## config.mk

```make
export PLATFORM = sky130hd
export DESIGN_NAME = cpu_ctrl_fsm_flat
export DESIGN_NICKNAME = d
export VERILOG_FILES = /design/src/rtl/cpu_ctrl_fsm_pkg.sv /design/src/rtl/cpu_ctrl_fsm_if.sv /design/src/rtl/cpu_ctrl_fsm_decode.sv /design/src/rtl/cpu_ctrl_fsm.sv /design/src/flat_wrapper.sv
export SDC_FILE = /design/constraint.sdc
export NUM_CORES = 1
export LEC_CHECK = 0
export CORE_UTILIZATION = 25
export DETAILED_ROUTE_END_ITERATION = 10
export GPL_TIMING_DRIVEN = 0
export HOLD_SLACK_MARGIN = 0.05
export PLACE_DENSITY_LB_ADDON = 0.25
export SLEW_MARGIN = 20
export SYNTH_ARGS = -nofsm -noshare
export SYNTH_HDL_FRONTEND = slang
export SYNTH_HIERARCHICAL = 1
export SYNTH_SLANG_ARGS = --single-unit
```

## constraint.sdc

```tcl
create_clock -name clk -period 4.4 [get_ports clk]
set_clock_uncertainty 0.15 [all_clocks]
set_input_delay 0.44 -clock clk [delete_from_list [all_inputs] [get_ports clk]]
set_output_delay 0.44 -clock clk [all_outputs]
set_load 0.02 [all_outputs]
```

## src/rtl/cpu_ctrl_fsm_pkg.sv

```systemverilog
// cpu_ctrl_pkg: shared opcodes, ALU/access encodings, FSM state type and the
// control bundle passed from the decoder to the sequencer top.
package cpu_ctrl_pkg;

  localparam logic [2:0] OP_ADD  = 3'd0;
  localparam logic [2:0] OP_SUB  = 3'd1;
  localparam logic [2:0] OP_AND  = 3'd2;
  localparam logic [2:0] OP_ADDI = 3'd3;
  localparam logic [2:0] OP_LD   = 3'd4;
  localparam logic [2:0] OP_ST   = 3'd5;
  localparam logic [2:0] OP_BZ   = 3'd6;
  localparam logic [2:0] OP_SYS  = 3'd7;
  localparam logic [5:0] HALT_IMM = 6'h3F;

  localparam logic [3:0] ALU_ADD = 4'd0;
  localparam logic [3:0] ALU_SUB = 4'd1;
  localparam logic [3:0] ALU_AND = 4'd2;

  localparam logic [2:0] ACC_NORMAL = 3'b000;

  typedef enum logic [2:0] {IDLE, FETCH, EXEC, MEM, HALT} state_t;

  typedef struct packed {
    logic       pc_en;
    logic       mem_to_reg;
    logic       pc_src;
    logic       alu_src;
    logic       reg_write;
    logic [1:0] jump;
    logic [3:0] alu_ctrl;
    logic       mem_req;
    logic       mem_we;
  } ctrl_t;

endpackage

```

## src/rtl/cpu_ctrl_fsm_if.sv

```systemverilog
// cpu_ctrl_fsm_if: controller <-> datapath / data-memory signals.
//   master: the sequencer (drives IR and controls, mem_req/mem_we)
//   slave : datapath + data memory (drives BranchFlag, overflow, mem_ack)
interface cpu_ctrl_fsm_if;
  logic [8:0] inst;
  logic       pc_en;
  logic       MemToReg;
  logic       PcSrc;
  logic       ALUSrc;
  logic       RegWrite;
  logic [1:0] Jump;
  logic [3:0] ALUControl;
  logic [2:0] AccControl;
  logic       BranchFlag;
  logic       overflow;
  logic       mem_req;
  logic       mem_we;
  logic       mem_ack;

  modport master (
    output inst, pc_en, MemToReg, PcSrc, ALUSrc, RegWrite, Jump, ALUControl,
           AccControl, mem_req, mem_we,
    input  BranchFlag, overflow, mem_ack
  );

  modport slave (
    input  inst, pc_en, MemToReg, PcSrc, ALUSrc, RegWrite, Jump, ALUControl,
           AccControl, mem_req, mem_we,
    output BranchFlag, overflow, mem_ack
  );
endinterface

```

## src/rtl/cpu_ctrl_fsm_decode.sv

```systemverilog
// cpu_ctrl_decode: combinational (state, opcode, BranchFlag) -> control bundle.
//   st, op, is_halt, branch_flag in; ctl out.
// MEM-state completion controls (pc_en/RegWrite/MemToReg) are produced
// unconditionally here and qualified with mem_ack by the top.
module cpu_ctrl_decode
  import cpu_ctrl_pkg::*;
(
  input  state_t     st,
  input  logic [2:0] op,
  input  logic       is_halt,
  input  logic       branch_flag,
  output ctrl_t      ctl
);

  always_comb begin
    ctl = '0;
    case (st)
      EXEC: begin
        case (op)
          OP_ADD:  begin ctl.alu_ctrl = ALU_ADD; ctl.reg_write = 1'b1; ctl.pc_en = 1'b1; end
          OP_SUB:  begin ctl.alu_ctrl = ALU_SUB; ctl.reg_write = 1'b1; ctl.pc_en = 1'b1; end
          OP_AND:  begin ctl.alu_ctrl = ALU_AND; ctl.reg_write = 1'b1; ctl.pc_en = 1'b1; end
          OP_ADDI: begin
            ctl.alu_ctrl  = ALU_ADD;
            ctl.alu_src   = 1'b1;
            ctl.reg_write = 1'b1;
            ctl.pc_en     = 1'b1;
          end
          OP_BZ:   begin ctl.pc_src = branch_flag; ctl.pc_en = 1'b1; end
          OP_SYS:  begin
            if (!is_halt) begin
              ctl.jump  = 2'b01;
              ctl.pc_en = 1'b1;
            end
          end
          default: ; // LD/ST: PC held until the memory access completes
        endcase
      end
      MEM: begin
        // address comes from rd2: ADD with ALUSrc=0
        ctl.mem_req    = 1'b1;
        ctl.mem_we     = (op == OP_ST);
        ctl.alu_ctrl   = ALU_ADD;
        ctl.pc_en      = 1'b1;
        ctl.reg_write  = (op == OP_LD);
        ctl.mem_to_reg = (op == OP_LD);
      end
      default: ;
    endcase
  end

endmodule

```

## src/rtl/cpu_ctrl_fsm.sv

```systemverilog
// cpu_ctrl_fsm: multi-cycle sequencer (IDLE/FETCH/EXEC/MEM/HALT) for the
// 9-bit-instruction datapath.
//   clk, rst (async, active low), start, imem_inst in;
//   bus (cpu_ctrl_fsm_if.master): IR, datapath controls, mem req/ack;
//   busy, done, err (sticky), instr_count (saturating) out.
// Optional build macro CTRL_OVF_TRAP_EN: ADD/SUB/ADDI overflow in EXEC
// suppresses the write, sets err and halts.
module cpu_ctrl_fsm
  import cpu_ctrl_pkg::*;
#(
  parameter int CNT_W       = 16,
  parameter int MEM_TIMEOUT = 15
)(
  input  logic                clk,
  input  logic                rst,
  input  logic                start,
  input  logic [8:0]          imem_inst,
  cpu_ctrl_fsm_if.master      bus,
  output logic                busy,
  output logic                done,
  output logic                err,
  output logic [CNT_W-1:0]    instr_count
);

  state_t     st, nxt;
  logic [8:0] ir;
  logic [7:0] tcnt;
  logic       err_q;
  logic [2:0] op;
  logic       is_halt, is_mem, trap, tmo, retire;
  ctrl_t      dec, ctl;

  assign op      = ir[8:6];
  assign is_halt = (op == OP_SYS) && (ir[5:0] == HALT_IMM);
  assign is_mem  = (op == OP_LD) || (op == OP_ST);

`ifdef CTRL_OVF_TRAP_EN
  assign trap = (st == EXEC) && bus.overflow &&
                ((op == OP_ADD) || (op == OP_SUB) || (op == OP_ADDI));
`else
  logic unused_ovf;
  assign unused_ovf = bus.overflow;
  assign trap       = 1'b0;
`endif

  // tcnt counts completed ack-less MEM cycles; this is the last allowed one
  assign tmo    = (st == MEM) && !bus.mem_ack && (tcnt == 8'(MEM_TIMEOUT - 1));
  assign retire = ((st == EXEC) && !is_mem && !is_halt && !trap) ||
                  ((st == MEM) && bus.mem_ack);

  always_ff @(posedge clk or negedge rst) begin
    if (!rst) st <= IDLE;
    else      st <= nxt;
  end

  always_comb begin
    nxt = st;
    case (st)
      IDLE:  if (start) nxt = FETCH;
      FETCH: nxt = EXEC;
      EXEC: begin
        if (trap || is_halt) nxt = HALT;
        else if (is_mem)     nxt = MEM;
        else                 nxt = FETCH;
      end
      MEM: begin
        if (bus.mem_ack) nxt = FETCH;
        else if (tmo)    nxt = HALT;
      end
      HALT:    nxt = HALT;
      default: nxt = IDLE;
    endcase
  end

  always_ff @(posedge clk or negedge rst) begin
    if (!rst) begin
      ir          <= '0;
      tcnt        <= '0;
      err_q       <= 1'b0;
      instr_count <= '0;
    end else begin
      if (st == FETCH) ir <= imem_inst;
      tcnt <= ((st == MEM) && (nxt == MEM)) ? tcnt + 8'd1 : 8'd0;
      if (tmo || trap) err_q <= 1'b1;
      if (retire && (instr_count != '1)) instr_count <= instr_count + 1'b1;
    end
  end

  cpu_ctrl_decode u_dec (
    .st          (st),
    .op          (op),
    .is_halt     (is_halt),
    .branch_flag (bus.BranchFlag),
    .ctl         (dec)
  );

  always_comb begin
    ctl = dec;
    if ((st == MEM) && !bus.mem_ack) begin
      ctl.pc_en      = 1'b0;
      ctl.reg_write  = 1'b0;
      ctl.mem_to_reg = 1'b0;
    end
    if (trap) begin
      ctl.pc_en     = 1'b0;
      ctl.reg_write = 1'b0;
    end
  end

  assign bus.inst       = ir;
  assign bus.pc_en      = ctl.pc_en;
  assign bus.MemToReg   = ctl.mem_to_reg;
  assign bus.PcSrc      = ctl.pc_src;
  assign bus.ALUSrc     = ctl.alu_src;
  assign bus.RegWrite   = ctl.reg_write;
  assign bus.Jump       = ctl.jump;
  assign bus.ALUControl = ctl.alu_ctrl;
  assign bus.AccControl = ACC_NORMAL;
  assign bus.mem_req    = ctl.mem_req;
  assign bus.mem_we     = ctl.mem_we;

  assign busy = (st != IDLE) && (st != HALT);
  assign done = (st == HALT);
  assign err  = err_q;

endmodule

```

## src/flat_wrapper.sv

```systemverilog
// flat-port wrapper written by rule: the top's interface ports become plain ports
module cpu_ctrl_fsm_flat import cpu_ctrl_pkg::*;
#(
  parameter int CNT_W       = 16,
  parameter int MEM_TIMEOUT = 15
)
  (clk, rst, start, imem_inst, busy, done, err, instr_count, bus_inst, bus_pc_en, bus_MemToReg, bus_PcSrc, bus_ALUSrc, bus_RegWrite, bus_Jump, bus_ALUControl, bus_AccControl, bus_mem_req, bus_mem_we, bus_BranchFlag, bus_overflow, bus_mem_ack);
  cpu_ctrl_fsm_if bus_i ();
  input  logic clk;
  input  logic rst;
  input  logic start;
  input  logic [8:0] imem_inst;
  output logic busy;
  output logic done;
  output logic err;
  output logic [CNT_W-1:0] instr_count;
  output wire logic [$bits(bus_i.inst)-1:0] bus_inst;
  output wire logic [$bits(bus_i.pc_en)-1:0] bus_pc_en;
  output wire logic [$bits(bus_i.MemToReg)-1:0] bus_MemToReg;
  output wire logic [$bits(bus_i.PcSrc)-1:0] bus_PcSrc;
  output wire logic [$bits(bus_i.ALUSrc)-1:0] bus_ALUSrc;
  output wire logic [$bits(bus_i.RegWrite)-1:0] bus_RegWrite;
  output wire logic [$bits(bus_i.Jump)-1:0] bus_Jump;
  output wire logic [$bits(bus_i.ALUControl)-1:0] bus_ALUControl;
  output wire logic [$bits(bus_i.AccControl)-1:0] bus_AccControl;
  output wire logic [$bits(bus_i.mem_req)-1:0] bus_mem_req;
  output wire logic [$bits(bus_i.mem_we)-1:0] bus_mem_we;
  input wire logic [$bits(bus_i.BranchFlag)-1:0] bus_BranchFlag;
  input wire logic [$bits(bus_i.overflow)-1:0] bus_overflow;
  input wire logic [$bits(bus_i.mem_ack)-1:0] bus_mem_ack;
  assign bus_inst = bus_i.inst;
  assign bus_pc_en = bus_i.pc_en;
  assign bus_MemToReg = bus_i.MemToReg;
  assign bus_PcSrc = bus_i.PcSrc;
  assign bus_ALUSrc = bus_i.ALUSrc;
  assign bus_RegWrite = bus_i.RegWrite;
  assign bus_Jump = bus_i.Jump;
  assign bus_ALUControl = bus_i.ALUControl;
  assign bus_AccControl = bus_i.AccControl;
  assign bus_mem_req = bus_i.mem_req;
  assign bus_mem_we = bus_i.mem_we;
  assign bus_i.BranchFlag = bus_BranchFlag;
  assign bus_i.overflow = bus_overflow;
  assign bus_i.mem_ack = bus_mem_ack;
  cpu_ctrl_fsm #(.CNT_W(CNT_W), .MEM_TIMEOUT(MEM_TIMEOUT)) u_core (.clk(clk), .rst(rst), .start(start), .imem_inst(imem_inst), .bus(bus_i), .busy(busy), .done(done), .err(err), .instr_count(instr_count));
endmodule
```

==> flow_summary.toml, run 1 <==
[run_status]
outcome = "finished, final reports clean"

[power_and_ir_drop]
power_switching_mw = 0.605
comb_power_share_pct = 44.7
swShare_pct = 38.6
p_per_area_nw_per_um2 = 568
power_leakage_nw = 1.15
p_int_mw = 0.963
power_frac_seq_pct = 35.4
ir_drop_v = 0.000245
p_clk_share_pct = 19.9

[setup_path]
start_kind = "flip-flop"
critPathCaptureType = "output port"
cp.required_ns = 3.81
reg2reg_depth = 3
path_cells = "nand3_1 -> nor3_1 -> a21bo_1 -> a31oi_1 -> nor2b_1 -> clkdlybuf4s50_1"
cp_max_fo = 11
crit_arrival_ns = 2.50
slowest_stage = "clkdlybuf4s50_1"
slowest_delay_ns = 0.55
path_class = "reg2out"

[sta]
report.final.hold_viol_count = 0
worst_slack_ns = 1.31
fin_setup_tns_ns = 0
finalMaxSlewViolations = 0
fin_crit_sh_pct = 70.3
setup_viol = 0
rsz0062_at_grt = "no"
max_freq_mhz = 323
worst_pin_slew_ns = 0.715
slew_headroom_pct = 52.1
layout_min_cycle_time_ns = 3.09

[job]
max-cap-violations = 0

[detailed_routing]
antenna_left = 0
wire_per_inst_um = 13.0
drt_pass1_iterations = 4
drt_iter0_markers = 61
wirelength_um = 4440
drt_drc_violations_left = 0
viasPerCell = 4.51
vias = 1542

[synth]
synth_area_leaders = "dfrtp_1 47%, mux2_2 6.3%, xnor2_1 4.9%"
synth.most_common_cell = "dfrtp_1"
synthSimpleGateAreaFrac_pct = 25.1
syn_avg_cell_area_um2 = 11.0
netlist_area_um2 = 1960
synth-compound-area-share_pct = 7.47
yosysUniqueCellTypes = 43
synth-async-reset-ratio_pct = 100
synth.area.mux_share_pct = 6.32
synth_xor_area_share_pct = 8.49
ys_seq_elements = 37
synth_top_family_by_area = "simple AND/OR/NAND/NOR gates"
synth_adder_area_share_pct = 1.91
synthCells = 178
synth_common_cells = "37 x dfrtp_1, 13 x nand3_1, 12 x nor2_1, 11 x mux2_2, 11 x xnor2_1"
ys.flop_type = "dfrtp_1"
synth_edf_count = 0
ys_warn_count = 6
yosysSeqAreaShare_pct = 47.2
synth_top_area_cell = "dfrtp_1"
synth.top_cell.area_share_pct = 47.2

[global_routing]
grt_pass1_vias = 1437
grt_max_degree = 22
overflow = 0
grt_pass1_wl_um = 7380
antenna_found_initial = 0
grt_use_total_pct = 11.3

[hold_path]
min_path_type = "reg2reg"
min_path_cells = 1

[clocking]
root_buffer = "clkbuf_8"
clk_pin_slew_ns = 0.08
cts_tree = "yes"
post-cts-setup-buffer-count = 0
cts_made_buffers = 5
h-tree-depth = 2
cts.sinks = 37
insertion_delay_ns = 0.29
cts.path.max_buffers = 2
cts_resized = 0

[floorplanning]
die_y_um = 90.6
dieArea_um2 = 8200
io_pins = 59
coreArea_um2 = 7410
die_w_um = 90.6
start_util_pct = 26.5
row_count = 31

[final_layout]
antennaDiodeCount = 0
fillers = 737
drive_above_1_share_pct = 16.5
syn2layout_area_growth_pct = 40.9
nets = 260

[place]
port_buffers = 51
place_hpwl_um = 3180
dp_slack_ns = 1.62
gp_congestion = 0.775
## metal layers
layer	share of wire (%)	track usage [%]	vias to the layer above
met4	1.5	4.44	0
met2	46	17.5	42
met5	0	0	-
met3	4.4	2.61	7
met1	48	15.3	736
li1	-	-	757
## what timing repair did
item,4_1_cts,5_1_grt
endpoints found under the setup margin,0,0
hold buffers,1,0
hold endpoints to repair,16,0
## state kept, by name (all words and copies together) (netlist names)
name	flops
u_core/bus.inst	9
u_core/err	1
u_core/instr_count	16
u_core/st	3
u_core/tcnt	8
## final timing paths
kind	start	end	slack, ns
worst max-delay path	u_core/bus.inst[6]	bus_pc_en	1.31
worst min-delay path	u_core/err	u_core/err	0.32
worst max register to register	u_core/st[0]	u_core/bus.inst[2]	2.39
worst min register to register	u_core/err	u_core/err	0.32
max in group asynchronous	rst	u_core/err	3.17
min in group asynchronous	rst	u_core/instr_count[6]	0.48
## final cells by class
class | count | area, um2 | area share, %
Tap cell | 99 | 124 | 4.48
Clock inverter | 2 | 37.5 | 1.36
Inverter | 4 | 15.0 | 0.543
Timing Repair Buffer | 53 | 543 | 19.7
Clock buffer | 6 | 82.6 | 2.99
Buffer | 6 | 45.0 | 1.63
Multi-Input combinational cell | 135 | 990 | 35.8
Sequential cell | 37 | 926 | 33.5
## power groups by stage
stage / registers, mW / logic (mW) / clock network, mW
after floorplan: 0.617 / 0.357 / 0
after global placement: 0.561 / 0.699 / 0
after detailed placement: 0.562 / 0.710 / 0
after CTS: 0.557 / 0.712 / 0.323
after global routing: 0.575 / 0.752 / 0.335
final: 0.556 / 0.701 / 0.312
## per-stage QoR
step | utilization (%) | total power, mW | hold WS, ns | instance area [um2] | instances
2_1_floorplan | - | 0.974 | -0.00559 | 1980 | 182
3_3_place_gp | 35.2 | 1.26 | 0.309 | 2610 | 332
3_5_place_dp | 35.5 | 1.27 | 0.269 | 2630 | 333
4_1_cts | 37.3 | 1.59 | 0.334 | 2760 | 342
5_1_grt | 37.3 | 1.66 | 0.360 | 2760 | 342
6_report | 37.3 | 1.57 | 0.324 | 2760 | 342
## layout by cell type (no fill, tap or decap), drive strengths merged, types with 5 or more instances in the layout
master / count
dfrtp: 37
nand4: 5
clkbuf: 6
nand2: 10
xnor2: 11
nand3: 13
buf: 8
mux2: 11
nor2: 12
conb: 6
clkdlybuf4s50: 50
xor2: 8
## logic make-up after synthesis
logic type,after synthesis
mux,11
simple gates,80
fa+ha+maj,3
flops,37
compound gates,16
buf+inv,10
xor+xnor,19
other cells,2
## worst max-delay path, delay by kind of cell (launching register included)
kind / cells / cell delay (ns)
and+or+nand+nor: 3 / 0.86
buffers and inverters: 1 / 0.55
DFF: 1 / 0.54
AOI/OAI and AO/OA: 2 / 0.25
No activity file was read; power rests on OpenSTA's default activity.
==> run 2, diff against run 1 <==
clock period = 2.9 ns   (was 4.4 ns; I/O delays follow)
==> run 2 against run 1 <==
Against the previous run:
- wire length shrank 0.11%
- core utilization grew 0.17 points
- register-to-register slack lost 1.5 ns
- critical path depth is the same
- sequential power grew 52%
- non-clock buffer count is the same
- largest cell class unchanged
- final area grew 0.45%
- via count grew 0.39%
- sequential cell count is the same
- power grew 52%
- highest routed layer unchanged
- clock power grew 51%
- die area is the same
==> flow_summary.toml, run 2 (synthesis gave the netlist of run 1 again) <==
[run_status]
outcome = "finished, final reports clean"

[setup_path]
start_kind = "flip-flop"
path_class = "reg2out"
reg2reg_depth = 3
crit_arrival_ns = 2.24
critPathCaptureType = "output port"
cp_max_fo = 13
timing.rr.end = "u_core/bus.inst[2]"
reg2reg_from = "u_core/st[0]"
r2r_slack_ns = 0.88
cp.required_ns = 2.46

[sta]
hold_slack_ns = 0.324
slew_headroom_pct = 51.5
max_freq_mhz = 373
report.final.hold_viol_count = 0
rsz0062_at_grt = "no"
setup_viol = 0
fin_crit_sh_pct = 92.6
worst_pin_slew_ns = 0.723
layout_min_cycle_time_ns = 2.68
finalMaxSlewViolations = 0
fin_setup_tns_ns = 0

[global_routing]
grt_max_degree = 22
grt_pass1_wl_um = 7420
grt_pass1_vias = 1447
overflow = 0
antenna_found_initial = 0
grt_use_total_pct = 11.4

[floorplanning]
row_count = 31
start_util_pct = 26.5
dieArea_um2 = 8200
die_w_um = 90.6
io_pins = 59
coreArea_um2 = 7410
die_y_um = 90.6

[place]
port_buffers = 51
place_hpwl_um = 3180
gp_congestion = 0.775
dpl_cell_area_um2 = 2630

[power_and_ir_drop]
p_per_area_nw_per_um2 = 861
power_leakage_nw = 1.16
ir_drop_v = 0.000372

[final_layout]
stdcell_area_um2 = 2780
layout_common_cells = "50 x clkdlybuf4s50_1, 36 x dfrtp_1, 13 x nand3_1"
syn2layout_area_growth_pct = 41.5
drive_above_1_share_pct = 17.3
regMostFlops = "u_core/instr_count"
nets = 260
antennaDiodeCount = 0
layout_commonest_cell = "clkdlybuf4s50_1"
largest_reg_flops = 16

[hold_path]
min_path_type = "reg2reg"
whs_endpoint = "u_core/err"
hold_start = "u_core/err"
min_path_cells = 1

[clocking]
cts_tree = "yes"
insertion_delay_ns = 0.29
cts.path.max_buffers = 2
cts_made_buffers = 5
cts.sinks = 37
h-tree-depth = 2
post-cts-setup-buffer-count = 0
root_buffer = "clkbuf_8"
clk_pin_slew_ns = 0.08

[detailed_routing]
drt_iter0_markers = 69
wirelength_um = 4430
vias = 1548
drt_pass1_iterations = 4
viasPerCell = 4.53
wire_per_inst_um = 13.0
drt_drc_violations_left = 0
antenna_left = 0

[job]
max-cap-violations = 0
## run 2: cell counts in the layout (fill, tap and decap cells not counted)
No cell type changed its count.
## run 2: per-stage QoR
stage	power [mW]	instances	worst slack, ns	util, %
finish	2.39	342	0.216	37.5
global route	2.53	342	0.0473	37.5
CTS	2.42	342	0.0887	37.4
detailed placement	1.93	333	0.271	35.5
global placement	1.91	332	0.275	35.2
floorplan	1.48	182	0.944	-
## run 2: cell type report
class / instances / area (um2)
Sequential cell: 37 / 927
Buffer: 6 / 45.0
Clock inverter: 2 / 37.5
Multi-Input combinational cell: 135 / 1000
Fill cell: 736 / 4630
Timing Repair Buffer: 53 / 543
Inverter: 4 / 15.0
Tap cell: 99 / 124
Clock buffer: 6 / 82.6
## run 2: routing by layer
metal | global-route usage (%) | up-vias | wire [um]
met3 | 2.61 | 7 | 194
met4 | 4.44 | 0 | 66
met2 | 17.5 | 42 | 2050
li1 | - | 758 | -
met5 | 0 | - | 0
met1 | 15.5 | 741 | 2120
## run 2: critical path, cell delays in order (launching register included)
cell and delay [ns]:
dfrtp_1 0.64, nand2_1 0.17, nor3_4 0.23, a21bo_1 0.14, a31oi_1 0.07, nor2b_1 0.14
clkdlybuf4s50_1 0.55
## run 2: power by group
part	switching (mW)	leakage [nW]	internal (mW)
combinational	0.533	0.634	0.540
sequential	0.200	0.465	0.644
clock	0.192	0.0574	0.280
## run 2: what timing repair did
action                                 4_1_cts  5_1_grt
setup endpoints to repair                    1        1
endpoints found under the hold margin       16        0
resized for setup                            1        2
hold buffers                                 1        0
## run 2: worst max path at each step
stage	endpoint	start	cells after the start	slack, ns
detailed placement	bus_pc_en	u_core/bus.inst[6]	6	0.27
global route	bus_pc_en	u_core/bus.inst[7]	6	0.05
CTS	bus_pc_en	u_core/bus.inst[6]	6	0.09
floorplan	bus_pc_en	u_core/bus.inst[6]	5	0.94
finish	bus_pc_en	u_core/bus.inst[7]	6	0.22
global placement	bus_pc_en	u_core/bus.inst[6]	6	0.28
==> run 3, diff against run 2 <==
CORE_ASPECT_RATIO = 0.75   (was not set)
PLACE_DENSITY = 0.51   (was not set)
PLACE_DENSITY_LB_ADDON = not set   (was 0.25)
==> run 3 against run 2 <==
Against the previous run:
- register-to-register slack lost 0.04 ns
- clock power is 13% lower
- via count shrank 0.39%
- critical path type unchanged
- critical endpoint unchanged
- largest power group unchanged
==> flow_summary.toml, run 3 (synthesis gave the netlist of run 1 again) <==
[run_status]
outcome = "finished, final reports clean"

[power_and_ir_drop]
power_frac_seq_pct = 36.3
swShare_pct = 39.7
power_leakage_nw = 1.14
p_clk_share_pct = 17.6
p_int_mw = 1.40
p_per_area_nw_per_um2 = 845
comb_power_share_pct = 46.1
power_switching_mw = 0.925
ir_drop_v = 0.000308

[clocking]
root_buffer = "clkbuf_8"
cts_tree = "yes"
h-tree-depth = 2
cts.path.max_buffers = 2
insertion_delay_ns = 0.29
cts.sinks = 37
post-cts-setup-buffer-count = 0
clk_pin_slew_ns = 0.08
cts_made_buffers = 5

[floorplanning]
io_pins = 59
die_w_um = 104
row_count = 27
dieArea_um2 = 8200
coreArea_um2 = 7470
start_util_pct = 26.3
die_y_um = 78.7

[final_layout]
largest_reg_flops = 16
regMostFlops = "u_core/instr_count"
fillers = 772
drive_above_1_share_pct = 17.7
antennaDiodeCount = 0
stdcell_area_um2 = 2760
layout_common_cells = "50 x clkdlybuf4s50_1, 35 x dfrtp_1, 13 x nand3_1"
nets = 260
syn2layout_area_growth_pct = 40.7
layout_commonest_cell = "clkdlybuf4s50_1"

[global_routing]
grt_use_total_pct = 12.0
grt_pass1_wl_um = 7730
antenna_found_initial = 0
overflow = 0
grt_pass1_vias = 1514
grt_max_degree = 24

[sta]
fin_crit_sh_pct = 92.7
layout_min_cycle_time_ns = 2.69
report.final.hold_viol_count = 0
finalMaxSlewViolations = 0
max_freq_mhz = 372
rsz0062_at_grt = "no"
setup_viol = 0
fin_setup_tns_ns = 0
worst_pin_slew_ns = 0.757
worst_slack_ns = 0.211
slew_headroom_pct = 49.2

[hold_path]
min_path_type = "in2async"

[setup_path]
r2r_slack_ns = 0.84
crit_arrival_ns = 2.25
slowest_delay_ns = 0.55
path_class = "reg2out"
reg2reg_depth = 3
critPathTopFamily = "simple AND/OR/NAND/NOR gates"
cp.required_ns = 2.46
path_cells = "nand3_1 -> nor3_2 -> a21bo_1 -> a31oi_1 -> nor2b_1 -> clkdlybuf4s50_1"
slowest_stage = "clkdlybuf4s50_1"
critPathCaptureType = "output port"
cp_max_fo = 11
reg2reg_from = "u_core/st[0]"
start_kind = "flip-flop"
cp_num_buf_inv = 1
timing.rr.end = "u_core/bus.inst[1]"

[job]
max-cap-violations = 0

[detailed_routing]
drt_pass1_iterations = 4
drt_iter0_markers = 36
wirelength_um = 4560
viasPerCell = 4.48
drt_drc_violations_left = 0
antenna_left = 0
vias = 1542
wire_per_inst_um = 13.2

[place]
dpl_cell_area_um2 = 2640
gp_congestion = 0.698
place_hpwl_um = 3340
port_buffers = 51
dp_slack_ns = 0.274
==> run 3: cell count changes in the layout (fill, tap and decap cells not counted) <==
cell,before,now
bufinv_16,1,0
clkbuf_8,6,7
clkinvlp_4,1,0
dfrtp_1,36,35
dfrtp_2,1,2
inv_6,0,1
nor3_2,1,2
nor3_4,1,0
==> run 3: area by class of cell <==
cell class / instances / area, um2 / area share, %
multi-input cells: 135 / 995 / 36.1
well taps: 101 / 126 / 4.58
plain buffers: 6 / 45.0 / 1.63
inverters: 4 / 15.0 / 0.544
repair buffers: 53 / 543 / 19.7
flip-flops and latches: 37 / 928 / 33.7
clock buffers: 7 / 96.3 / 3.49
clock inverters: 1 / 8.76 / 0.318
==> run 3: repair_timing <==
action / in CTS / in global routing
resized for setup: 1 / 2
hold buffers: 1 / 0
gates cloned: 0 / 0
hold endpoints to repair: 14 / 0
setup endpoints to repair: 1 / 1
==> run 3: power groups by stage <==
stage | Clock [mW] | Combinational (mW) | Sequential [mW]
after floorplan | 0 | 0.541 | 0.936
final | 0.410 | 1.07 | 0.845
after global routing | 0.446 | 1.16 | 0.881
after global placement | 0 | 1.06 | 0.853
after detailed placement | 0 | 1.08 | 0.854
after CTS | 0.431 | 1.09 | 0.845
==> run 3: metrics by stage <==
step / hold WS, ns / cells / util, % / power (mW)
floorplan: -0.156 / 182 / - / 1.48
detailed placement: 0.0942 / 335 / 35.3 / 1.93
global placement: 0.313 / 334 / 35.0 / 1.92
global route: 0.336 / 344 / 36.9 / 2.48
finish: 0.305 / 344 / 36.9 / 2.33
CTS: 0.303 / 344 / 36.9 / 2.36
==> run 3: layer usage <==
metal  track usage, %  up-vias  routed length [um]
met5                0        -                   0
met1             18.2      731                2540
met2             15.7       48                1730
met3             3.04        6                 236
met4             4.86        0                  50
li1                 -      757                   -
==> run 3: worst register-to-register path, cell delays in order (launching register included) <==
cell and delay (ns):
dfrtp_1 0.55, inv_2 0.19, nor3_2 0.65, mux2_2 0.41
==> run 3: how the worst max path moves through the flow <==
stage                             startpoint        end  slack [ns]  depth (start not counted)
after floorplan           u_core/bus.inst[6]  bus_pc_en        0.94                          5
after global placement    u_core/bus.inst[6]  bus_pc_en        0.28                          6
after detailed placement  u_core/bus.inst[6]  bus_pc_en        0.27                          6
after CTS                 u_core/bus.inst[6]  bus_pc_en        0.09                          6
after global routing      u_core/bus.inst[6]  bus_pc_en        0.06                          6
final                     u_core/bus.inst[6]  bus_pc_en        0.21                          6
